File: src/rtl/remote_rx_arbiter.sv
// remote_rx_arbiter
// Shares one RemoteController serial decoder between two IR receivers.
// The first channel to pull its line low owns the decoder for exactly one
// frame (forwarded with one cycle of latency). After the frame the decoder
// line is held idle-high for a guard period. Decoded keys are captured
// together with the channel that produced them.
//
// Build option: define ARB_ROUND_ROBIN_EN to alternate the winner of
// simultaneous frame starts. Without it channel 0 always wins a tie.

module remote_rx_arbiter #(
  parameter int FRAME_BITS = 33,
  parameter int GUARD      = 2
) (
  input  logic       Clock,
  input  logic       Reset,
  input  logic       Serial0,
  input  logic       Serial1,
  output logic       DecSerial,
  input  logic [7:0] DecTecla,
  input  logic       DecReady,
  output logic [7:0] Tecla,
  output logic       Source,
  output logic       Valid,
  output logic       Busy,
  output logic       Dropped
);

  localparam int CNT_W = (FRAME_BITS > 1) ? $clog2(FRAME_BITS) : 1;
  localparam int GRD_W = (GUARD > 1) ? $clog2(GUARD) : 1;
  localparam logic [CNT_W-1:0] LAST_BIT = CNT_W'(FRAME_BITS - 1);
  localparam logic [GRD_W-1:0] LAST_GRD = GRD_W'(GUARD - 1);

  typedef enum logic [1:0] {
    ST_IDLE  = 2'd0,
    ST_LOCK  = 2'd1,
    ST_GUARD = 2'd2
  } state_t;

  state_t           r_state;
  state_t           w_stateNext;
  logic [CNT_W-1:0] r_bitCnt;
  logic [CNT_W-1:0] w_bitCntNext;
  logic [GRD_W-1:0] r_guardCnt;
  logic [GRD_W-1:0] w_guardCntNext;
  logic             r_grant;
  logic             w_grantNext;
  logic             r_last;
  logic             r_prev0;
  logic             r_prev1;
  logic             r_decSerial;
  logic             w_decSerialNext;
  logic             r_dropped;
  logic             w_droppedNext;
  logic [7:0]       r_tecla;
  logic             r_source;
  logic             r_valid;
  logic             w_tieWinner;
  logic             w_capture;

  // Winner of a simultaneous start: the channel that did not produce the last key,
  // or always channel 0 in the fixed-priority build (r_last is folded out there)
  always_comb begin
`ifdef ARB_ROUND_ROBIN_EN
    w_tieWinner = ~r_last;
`else
    w_tieWinner = 1'b0 & r_last;
`endif
  end

  // Next-state logic: arbitration in IDLE, bit forwarding in LOCK, idle-high in GUARD
  always_comb begin
    w_stateNext     = r_state;
    w_bitCntNext    = r_bitCnt;
    w_guardCntNext  = r_guardCnt;
    w_grantNext     = r_grant;
    w_decSerialNext = 1'b1;
    w_droppedNext   = 1'b0;
    case (r_state)
      ST_IDLE: begin
        if (!Serial0 || !Serial1) begin
          if (!Serial0 && !Serial1) begin
            w_grantNext   = w_tieWinner;
            w_droppedNext = 1'b1;
          end else begin
            w_grantNext = ~Serial1;
          end
          w_decSerialNext = 1'b0;
          w_bitCntNext    = '0;
          w_stateNext     = ST_LOCK;
        end
      end
      ST_LOCK: begin
        w_decSerialNext = r_grant ? Serial1 : Serial0;
        w_droppedNext   = r_grant ? (r_prev0 & ~Serial0) : (r_prev1 & ~Serial1);
        if (r_bitCnt == LAST_BIT) begin
          w_decSerialNext = 1'b1;
          w_guardCntNext  = '0;
          w_stateNext     = ST_GUARD;
        end else begin
          w_bitCntNext = r_bitCnt + 1'b1;
        end
      end
      ST_GUARD: begin
        if (r_guardCnt == LAST_GRD) begin
          w_stateNext = ST_IDLE;
        end else begin
          w_guardCntNext = r_guardCnt + 1'b1;
        end
      end
      default: begin
        w_stateNext = ST_IDLE;
      end
    endcase
  end

  // State register plus the registered decoder line and refusal pulse
  always_ff @(posedge Clock or negedge Reset) begin
    if (!Reset) begin
      r_state     <= ST_IDLE;
      r_bitCnt    <= '0;
      r_guardCnt  <= '0;
      r_grant     <= 1'b0;
      r_decSerial <= 1'b1;
      r_dropped   <= 1'b0;
    end else begin
      r_state     <= w_stateNext;
      r_bitCnt    <= w_bitCntNext;
      r_guardCnt  <= w_guardCntNext;
      r_grant     <= w_grantNext;
      r_decSerial <= w_decSerialNext;
      r_dropped   <= w_droppedNext;
    end
  end

  // Previous line levels, used to spot a competing frame start while locked
  always_ff @(posedge Clock or negedge Reset) begin
    if (!Reset) begin
      r_prev0 <= 1'b1;
      r_prev1 <= 1'b1;
    end else begin
      r_prev0 <= Serial0;
      r_prev1 <= Serial1;
    end
  end

  assign w_capture = DecReady && (r_state != ST_IDLE);

  // Key capture: decoder results only count while a frame owns the decoder
  always_ff @(posedge Clock or negedge Reset) begin
    if (!Reset) begin
      r_tecla  <= 8'h00;
      r_source <= 1'b0;
      r_valid  <= 1'b0;
      r_last   <= 1'b1;
    end else begin
      r_valid <= w_capture;
      if (w_capture) begin
        r_tecla  <= DecTecla;
        r_source <= r_grant;
        r_last   <= r_grant;
      end
    end
  end

  assign DecSerial = r_decSerial;
  assign Tecla     = r_tecla;
  assign Source    = r_source;
  assign Valid     = r_valid;
  assign Busy      = (r_state != ST_IDLE);
  assign Dropped   = r_dropped;

endmodule

File: config.mk
export PLATFORM = sky130hd
export DESIGN_NAME = remote_rx_arbiter
export DESIGN_NICKNAME = d
export VERILOG_FILES = /design/src/rtl/remote_rx_arbiter.sv
export SDC_FILE = /design/constraint.sdc
export NUM_CORES = 1
export LEC_CHECK = 0
export ABC_AREA = 1
export CAP_MARGIN = 0
export CORE_AREA = 4 4 52 54
export CTS_CLUSTER_SIZE = 8
export DETAILED_ROUTE_END_ITERATION = 8
export DIE_AREA = 0 0 56 58
export GPL_TIMING_DRIVEN = 0
export PLACE_DENSITY = 0.74
export SYNTH_ARGS = -nofsm -noshare
export SYNTH_HDL_FRONTEND = slang
export SYNTH_SLANG_ARGS = --single-unit
File: constraint.sdc
create_clock -name Clock -period 2.6 [get_ports Clock]
set_input_delay 0.52 -clock Clock [delete_from_list [all_inputs] [get_ports Clock]]
set_output_delay 0.52 -clock Clock [all_outputs]
set_load 0.02 [all_outputs]
==> reports/qor.yml <==
status:
  status: "completed"
timing:
  worstMarginPinSlew_ns: 1.060
  relSlewSlack_pct: 29.13
  period_needed_ns: 2.152
  tns_ns: 0
  rsz0062_at_grt: "false"
  max_freq_ghz: 0.4646
  slew_violations: 0
  skew_ns: 0.005217
  fin_ws_ns: 0.4476
  hold_viol: 0
  setup_violations: 0
  fin_crit_sh_pct: 82.78
yosys:
  syn_avg_cell_area_um2: 9.058
  yosysWarnings: 0
  synth_cell_type_count: 23
  netlist_instances: 121
  synth_seq_area_share_pct: 55.14
  syn_nets: 136
  syn-cell-area_um2: 1096
  ys_ff_latch: 24
grt:
  antenna_found_initial: 0
  grt_overflow: 0
  grt_pass1_vias: 891
  grt_max_degree: 25
  grt.total_usage_pct: 15.16
  grt_pass1_wl_um: 3884
floorplanning:
  die_h_um: 58
  num_io_pins: 26
  initial_core_util_pct: 49.55
  die_w_um: 56
  rows: 17
  die_area_um2: 3248
  core_um2: 2212
power_and_ir_drop:
  p_per_area_nw_per_um2: 1088
  ir_drop_v: 0.0006580
  leakage_nw: 0.6946
final_layout:
  fill_cells: 203
  area_growth_pct: 30.82
  fin_area_um2: 1434
  seqCellArea_um2: 604.3
  num_antenna_cells: 0
  multi_input_area_um2: 434.2
  layout.nets: 166
  postLayoutCoreUtil_pct: 64.82
  drive_gt1_share_pct: 14.67
clock_tree:
  cts_buffers: 3
  htree_num_levels: 1
  clk_latency_ns: 0.32
  cts_tree: "yes"
  cts_hold_buffers: 0
  post-cts-setup-buffers: 0
  ctsResizeCount: 0
  cts_sinks: 24
  clk_path_buf_depth: 2
  root_buffer: "clkbuf_4"
  cts.clk_slew.worst_paths_ns: 0.14
route:
  met3_length_um: 117
  drtIter0Drc: 9
  dr.max_layer_used: "met4"
  via_per_inst: 4.989
  routed-wl-met2_um: 1154
  wl_um: 2214
  wl_per_cell_um: 12.44
  via_count: 888
  dr.pass1.iters: 4
  met1_length_um: 909
  drc: 0
  detail-route-antenna-nets: 0
placement:
  dp_slack_ns: 0.7630
  hpwl_um: 1679
  place_area_um2: 1381
  io_buffers: 25
  place_congestion: 0.7838
critical_path:
  worstReg2RegStart: "r_bitCnt[0]$_DFFE_PN0P_"
  critPathRequiredTime_ns: 2.08
  r2r_end: "r_bitCnt[1]$_DFFE_PN0P_"
  critPathKind: "reg -> out"
  reg2reg_slack_ns: 1.30
  worstSetupStartpointType: "flop"
  reg2reg_depth: 9
  cp-end-kind: "primary output"
  crit_arrival_ns: 1.63
  cp_max_fo: 5
flow_run:
  cap_violations: 0
worst_hold_path:
  hold_path_end: "r_state[1]$_DFFE_PN0P_"
  hold_start: "r_guardCnt$_DFFE_PN0P_"
  whs_path_depth: 1
  hold_class: "reg -> reg"
## layout by cell type (no fill, tap or decap)
cell type,n
a21oi_1,4
nand2_1,47
clkbuf_4,3
o22ai_1,1
o21ai_0,4
or2_0,1
o21ai_1,2
xnor2_1,1
nor2_2,1
nand2_4,2
bufinv_16,1
o21ai_4,1
clkdlybuf4s50_1,25
nand4_1,1
nand2_2,1
inv_2,4
inv_1,8
dfrtp_1,21
dfstp_2,3
inv_4,2
ha_1,2
nand2_8,1
nand3_2,2
nor2_1,2
nor2_4,1
nand3_1,9
## power by group
part | internal [mW] | leakage [nW] | switching, mW
registers | 0.507 | 0.292 | 0.107
logic | 0.288 | 0.375 | 0.385
clock network | 0.156 | 0.0279 | 0.118
## synthesized netlist by cell type
master	count	area share, %
nor2_4	1	1.0
nand2_2	1	0.57
ha_1	2	2.3
inv_2	4	1.4
nor2_1	2	0.69
nand4_1	1	0.57
dfrtp_1	21	48
nor2_2	1	0.57
nand2_1	47	16
o22ai_1	1	0.57
nand2_8	1	1.8
o21ai_1	2	0.91
nand3_1	9	4.1
nand2_4	2	2.1
inv_1	8	2.7
inv_4	2	1.1
dfstp_2	3	7.2
o21ai_0	4	1.8
a21oi_1	4	1.8
nand3_2	2	1.8
xnor2_1	1	0.80
or2_0	1	0.57
o21ai_4	1	1.5
## logic make-up after synthesis
logic type / after synthesis / synth area share (%)
DFF: 24 / 55.14
xor gates and xnor gates: 1 / 0.7992
AOI/OAI and AO/OA: 12 / 6.622
and+or+nand+nor: 68 / 29.91
buffers and inverters: 14 / 5.251
adders and majority gates: 2 / 2.283
## critical path, cell delays in order, from the launching register on
cell and delay, ns:
dfrtp_1 0.46, nor2_4 0.24, inv_4 0.07, clkdlybuf4s50_1 0.54
## state kept, by name, summed over array words and instances, names as in the netlist
register / count
r_guardCnt: 1
r_prev0: 1
DecSerial: 1
Dropped: 1
Tecla: 8
r_prev1: 1
Source: 1
r_state: 2
r_bitCnt: 6
Valid: 1
r_grant: 1
## area by class of cell
cell class / count / area share, %
Clock inverter: 1 / 2.094
Sequential cell: 24 / 42.15
Multi-Input combinational cell: 83 / 30.28
Tap cell: 28 / 2.443
Clock buffer: 3 / 1.571
Timing Repair Buffer: 25 / 17.45
Inverter: 14 / 4.014
## metrics by stage
| stage | hold slack [ns] | total power, mW | std cells |
|---|---|---|---|
| 6_report | 0.4767 | 1.560 | 178 |
| 5_1_grt | 0.4990 | 1.677 | 178 |
| 4_1_cts | 0.4778 | 1.577 | 178 |
| 3_5_place_dp | 0.4600 | 1.299 | 174 |
| 3_3_place_gp | 0.4540 | 1.270 | 174 |
| 2_1_floorplan | 0.2244 | 1.026 | 121 |
## layer usage
metal,GRT usage [%],vias up
met5,0,-
met4,6.441,0
met3,3.786,4
met2,26.71,22
met1,17.58,424
li1,-,438
## worst max path at each step
| stage | endpoint | from |
|---|---|---|
| 2_1_floorplan | Busy | r_state[0]$_DFFE_PN0P_ |
| 3_3_place_gp | Tecla[2]$_DFFE_PN0P_ | Reset |
| 3_5_place_dp | Tecla[2]$_DFFE_PN0P_ | Reset |
| 4_1_cts | Busy | r_state[0]$_DFFE_PN0P_ |
| 5_1_grt | Busy | r_state[0]$_DFFE_PN0P_ |
| 6_report | Busy | r_state[0]$_DFFE_PN0P_ |
(Power assumes the default switching activity.)
